<file path="src/rtl/updi_uart_tx.sv">
// UPDI serial transmitter: pops one byte at a time from the upstream fifo and sends it
// as start + 8 data (LSB first) + even parity + 2 stop bits on a shared single-wire pad.
module updi_uart_tx #(
  parameter int CLKS_PER_BIT = 100,
  parameter int WIDTH        = 8
) (
  input  logic             clk,
  input  logic             rst,
  input  logic             en,
  input  logic [WIDTH-1:0] fifo_out,
  input  logic             fifo_empty,
  output logic             fifo_rd_en,
  output logic             tx,
  output logic             tx_oe,
  output logic             busy
);

  localparam int            CW       = $clog2(CLKS_PER_BIT);
  localparam logic [CW-1:0] CNT_MAX  = CW'(CLKS_PER_BIT - 1);
  localparam logic [2:0]    LAST_BIT = 3'(WIDTH - 1);

  typedef enum logic [2:0] {
    IDLE,
    FETCH,
    LOAD,
    START,
    DATA,
    PARITY,
    STOP
  } state_t;

  state_t           state, state_d;
  logic [CW-1:0]    cnt, cnt_d;
  logic [2:0]       idx, idx_d;
  logic [WIDTH-1:0] shift, shift_d;
  logic             parity, parity_d;
  logic             tx_d, tx_oe_d, rd_en_d;
  logic             bit_done;
  logic [CW-1:0]    cnt_dec;

  assign bit_done = (cnt == '0);
  assign cnt_dec  = cnt - CW'(1);
  assign busy     = (state != IDLE);

  always_ff @(posedge clk) begin
    if (rst) begin
      state      <= IDLE;
      cnt        <= '0;
      idx        <= '0;
      shift      <= '0;
      parity     <= 1'b0;
      tx         <= 1'b1;
      tx_oe      <= 1'b0;
      fifo_rd_en <= 1'b0;
    end else begin
      state      <= state_d;
      cnt        <= cnt_d;
      idx        <= idx_d;
      shift      <= shift_d;
      parity     <= parity_d;
      tx         <= tx_d;
      tx_oe      <= tx_oe_d;
      fifo_rd_en <= rd_en_d;
    end
  end

  // Every output is computed here and registered above, so nothing combinational reaches the pins.
  always_comb begin
    state_d  = state;
    cnt_d    = cnt;
    idx_d    = idx;
    shift_d  = shift;
    parity_d = parity;
    tx_d     = tx;
    tx_oe_d  = tx_oe;
    rd_en_d  = 1'b0;

    case (state)
      IDLE: begin
        tx_d    = 1'b1;
        tx_oe_d = 1'b0;
        if (en && !fifo_empty) begin
          state_d = FETCH;
          rd_en_d = 1'b1;
        end
      end

      FETCH: begin
        state_d = LOAD;
      end

      LOAD: begin
        shift_d  = fifo_out;
        parity_d = ^fifo_out;
        cnt_d    = CNT_MAX;
        idx_d    = '0;
        tx_d     = 1'b0;
        tx_oe_d  = 1'b1;
        state_d  = START;
      end

      START: begin
        if (bit_done) begin
          cnt_d   = CNT_MAX;
          idx_d   = '0;
          tx_d    = shift[0];
          shift_d = shift >> 1;
          state_d = DATA;
        end else begin
          cnt_d = cnt_dec;
        end
      end

      DATA: begin
        if (bit_done) begin
          cnt_d = CNT_MAX;
          if (idx == LAST_BIT) begin
            tx_d    = parity;
            state_d = PARITY;
          end else begin
            tx_d    = shift[0];
            shift_d = shift >> 1;
            idx_d   = idx + 3'd1;
          end
        end else begin
          cnt_d = cnt_dec;
        end
      end

      PARITY: begin
        if (bit_done) begin
          cnt_d   = CNT_MAX;
          idx_d   = '0;
          tx_d    = 1'b1;
          state_d = STOP;
        end else begin
          cnt_d = cnt_dec;
        end
      end

      // idx is reused to count the two stop bits.
      STOP: begin
        tx_d = 1'b1;
        if (bit_done) begin
          if (idx == 3'd1) begin
            cnt_d   = '0;
            idx_d   = '0;
            tx_oe_d = 1'b0;
            state_d = IDLE;
          end else begin
            cnt_d = CNT_MAX;
            idx_d = 3'd1;
          end
        end else begin
          cnt_d = cnt_dec;
        end
      end

      default: begin
        tx_d    = 1'b1;
        tx_oe_d = 1'b0;
        state_d = IDLE;
      end
    endcase
  end

endmodule

</file>
<file path="config.mk">
export PLATFORM = sky130hd
export DESIGN_NAME = updi_uart_tx
export DESIGN_NICKNAME = d
export VERILOG_FILES = /design/src/rtl/updi_uart_tx.sv
export SDC_FILE = /design/constraint.sdc
export NUM_CORES = 1
export LEC_CHECK = 0
export ABC_AREA = 0
export CAP_MARGIN = 10
export CORE_ASPECT_RATIO = 1.2
export CORE_MARGIN = 10
export CORE_UTILIZATION = 58
export CTS_BUF_LIST = sky130_fd_sc_hd__clkbuf_8
export CTS_CLUSTER_DIAMETER = 120
export DETAILED_ROUTE_END_ITERATION = 10
export PLACE_DENSITY = 0.92
export SLEW_MARGIN = 20
export SYNTH_ARGS = -nofsm -noshare
export SYNTH_HDL_FRONTEND = slang
export SYNTH_SLANG_ARGS = --single-unit
</file>
<file path="constraint.sdc">
create_clock -name clk -period 2.15 [get_ports clk]
set_input_delay 0.215 -clock clk [delete_from_list [all_inputs] [get_ports clk]]
set_output_delay 0.215 -clock clk [all_outputs]
set_load 0.02 [all_outputs]
</file>
==> impl_metrics.tcl <==
set metrics [dict create \
    drt_iter0_markers 170 \
    cts_root_buf "clkbuf_8" \
    antenna_found_initial 0 \
    fin_crit_ns 2.08 \
    routed_wirelength_um 3710 \
    netlist.area_leader.share 0.319 \
    die_area_um2 5190 \
    p_switching_uw 451 \
    start_kind "flip-flop" \
    cts_setup_buffers 0 \
    fmax_ghz 0.482 \
    critPathCaptureType "primary output" \
    finalPower_uw 1280 \
    synth_area_leader_cell "dfxtp_1" \
    synth_seq_area_share 0.319 \
    outcome "completed" \
    firstDrtPassIters 4 \
    synth_edf_count 0 \
    r2r_cells 5 \
    htree_levels 1 \
    dieHeight_um 77.0 \
    synth_ff_type "dfxtp_1" \
    ir_worst_vdd_v 0.000524 \
    start_util 0.614 \
    grt_pass1_wl_um 6420 \
    fp.dieW_um 67.5 \
    vias 1419 \
    skew_ns 0.00677 \
    grtUsageTotal 0.149 \
    cts_inserted_buffers 3 \
    worst_slack_ns 0.0748 \
    syn-cell-area_um2 1570 \
    clk_pin_slew_worst_paths_ns 0.10 \
    area_delta_synth_final_pct 15.6 \
    hpwl_um 2730 \
    hold_buffers 0 \
    grt_pass1_vias 1428 \
    synthArstFlopShare 0 \
    leakage_uw 0.000652 \
    relSlewSlack 0.594 \
    yosys_warnings 0 \
    clock_path_buffers 2 \
    synth_cells 186 \
    io_buffers 15 \
    rsz0062_at_grt "false" \
    remaining_drc_errors 0 \
    hold_class "flip-flop to flip-flop" \
    drtAntennaViolNets 0 \
    diodes 0 \
    syn_nets 203 \
    crit_fanout 16 \
    timing.reg2reg.setup_slack_ns 0.23 \
    gp_congestion 0.848 \
    p_int_uw 831 \
    seqPwrFrac 0.428 \
    path_class "flip-flop to primary output" \
    power_density_nw_per_um2 707 \
    core_area_um2 2550 \
    ys_top_cells_by_area "dfxtp_1 (32%), mux2i_1 (5.7%), nor2_1 (5.0%), ha_1 (4.0%), xnor2_1 (3.9%)" \
    final_cell_mix "dfxtp_1 (25), nor2_1 (21), clkdlybuf4s50_1 (15)" \
    finalHoldViolations 0 \
    finalSetupTns_ns 0 \
    nets 220 \
    clkSinkCount 25 \
    grt_max_degree 24 \
    post-place-ws_ns 0.199 \
    drive_above_1_share 0.139 \
    viasPerCell 6.04 \
    worstHoldPathCells 2 \
    wl_per_cell_um 15.8 \
    mostFrequentLayoutCell "dfxtp_1" \
    finalSetupViolations 0 \
    cap_violations 0 \
    clk_latency_ns 0.27 \
    ys_types 45 \
    p_comb_frac 0.341 \
    ys_ff_latch 25 \
    p_sw_frac 0.352 \
    timing.final.crit_share 0.965 \
    row_count 20 \
    worst_pin_slew_ns 0.609 \
    io_pins 16 \
    cts_tree "yes" \
    power_frac_clock 0.230 \
    grt_overflow 0 \
    cp.arrival_ns 1.86 \
    worst_ep_required_time_ns 1.93 \
    syn_area_per_cell_um2 8.43 \
    drv_slew 0 \
]
[metal layers]
metal	up-vias	global-route usage	wire, um	share of wire
met4	0	0.0453	50	0.013
met5	-	0	0	0
met3	7	0.0203	156	0.042
met2	44	0.259	1950	0.53
li1	695	-	-	-
met1	673	0.177	1550	0.42
[critical path, stage by stage, from the launching register on]
cell and delay, ns:
dfxtp_1 0.72, or3_1 0.24, clkdlybuf4s50_1 0.62
[cells by family after synthesis]
| group | after synthesis | synth area share |
|---|---|---|
| buf+inv | 17 | 0.0511 |
| simple gates | 73 | 0.242 |
| flops | 25 | 0.319 |
| xor+xnor | 10 | 0.0559 |
| fa+ha+maj | 6 | 0.0463 |
| mux | 10 | 0.0646 |
| compound gates | 45 | 0.221 |
[flip-flops by register name, summed over array words and instances (netlist names)]
signal	count
idx	3
tx	1
shift	8
cnt	7
fifo_rd_en	1
state	3
parity	1
tx_oe	1
[area by class of cell]
type / count / area, um^2
inverter: 7 / 26.3
clock buffer: 3 / 41.3
tap: 33 / 41.3
fill: 194 / 739
sequential: 25 / 500
multi-input combinational: 144 / 993
clock inverter: 1 / 7.51
timing repair buffer: 22 / 203
[synthesized netlist by cell type, types with 5 or more instances]
cell      count
xnor2_1       7
nand2_1      12
nand3_1       9
nor3_1        7
ha_1          5
clkbuf_1      9
o21ai_0       7
a21oi_1       9
nor2_1       21
a211oi_1      6
nand2b_1      6
mux2i_1       9
dfxtp_1      25
inv_1         7
[stage by stage]
stage	hold WS [ns]	instance area, um^2	std cells	utilization
CTS	0.488	1810	235	0.708
finish	0.489	1810	235	0.710
global route	0.525	1810	235	0.710
global placement	0.468	1760	231	0.689
floorplan	0.372	1570	186	-
detailed placement	0.476	1760	231	0.689
[power by group through the flow]
stage                     Sequential [uW]  Clock, uW  Combinational (uW)
after floorplan                       546          0                 334
after global placement                553          0                 412
after detailed placement              556          0                 431
after CTS                             546        296                 434
after global routing                  555        320                 485
final                                 549        295                 437
[final timing paths]
check	end	start
max	busy	state[2]
min	tx_oe	tx_oe
max reg2reg	state[2]	cnt[2]
min reg2reg	tx_oe	tx_oe
[timing repair]
item                                    4_1_cts  5_1_grt
endpoints found under the setup margin        0        3
gates resized for setup                       0        1
endpoints found under the hold margin         0        0
Note: power is estimated with default switching activity, not from simulation.
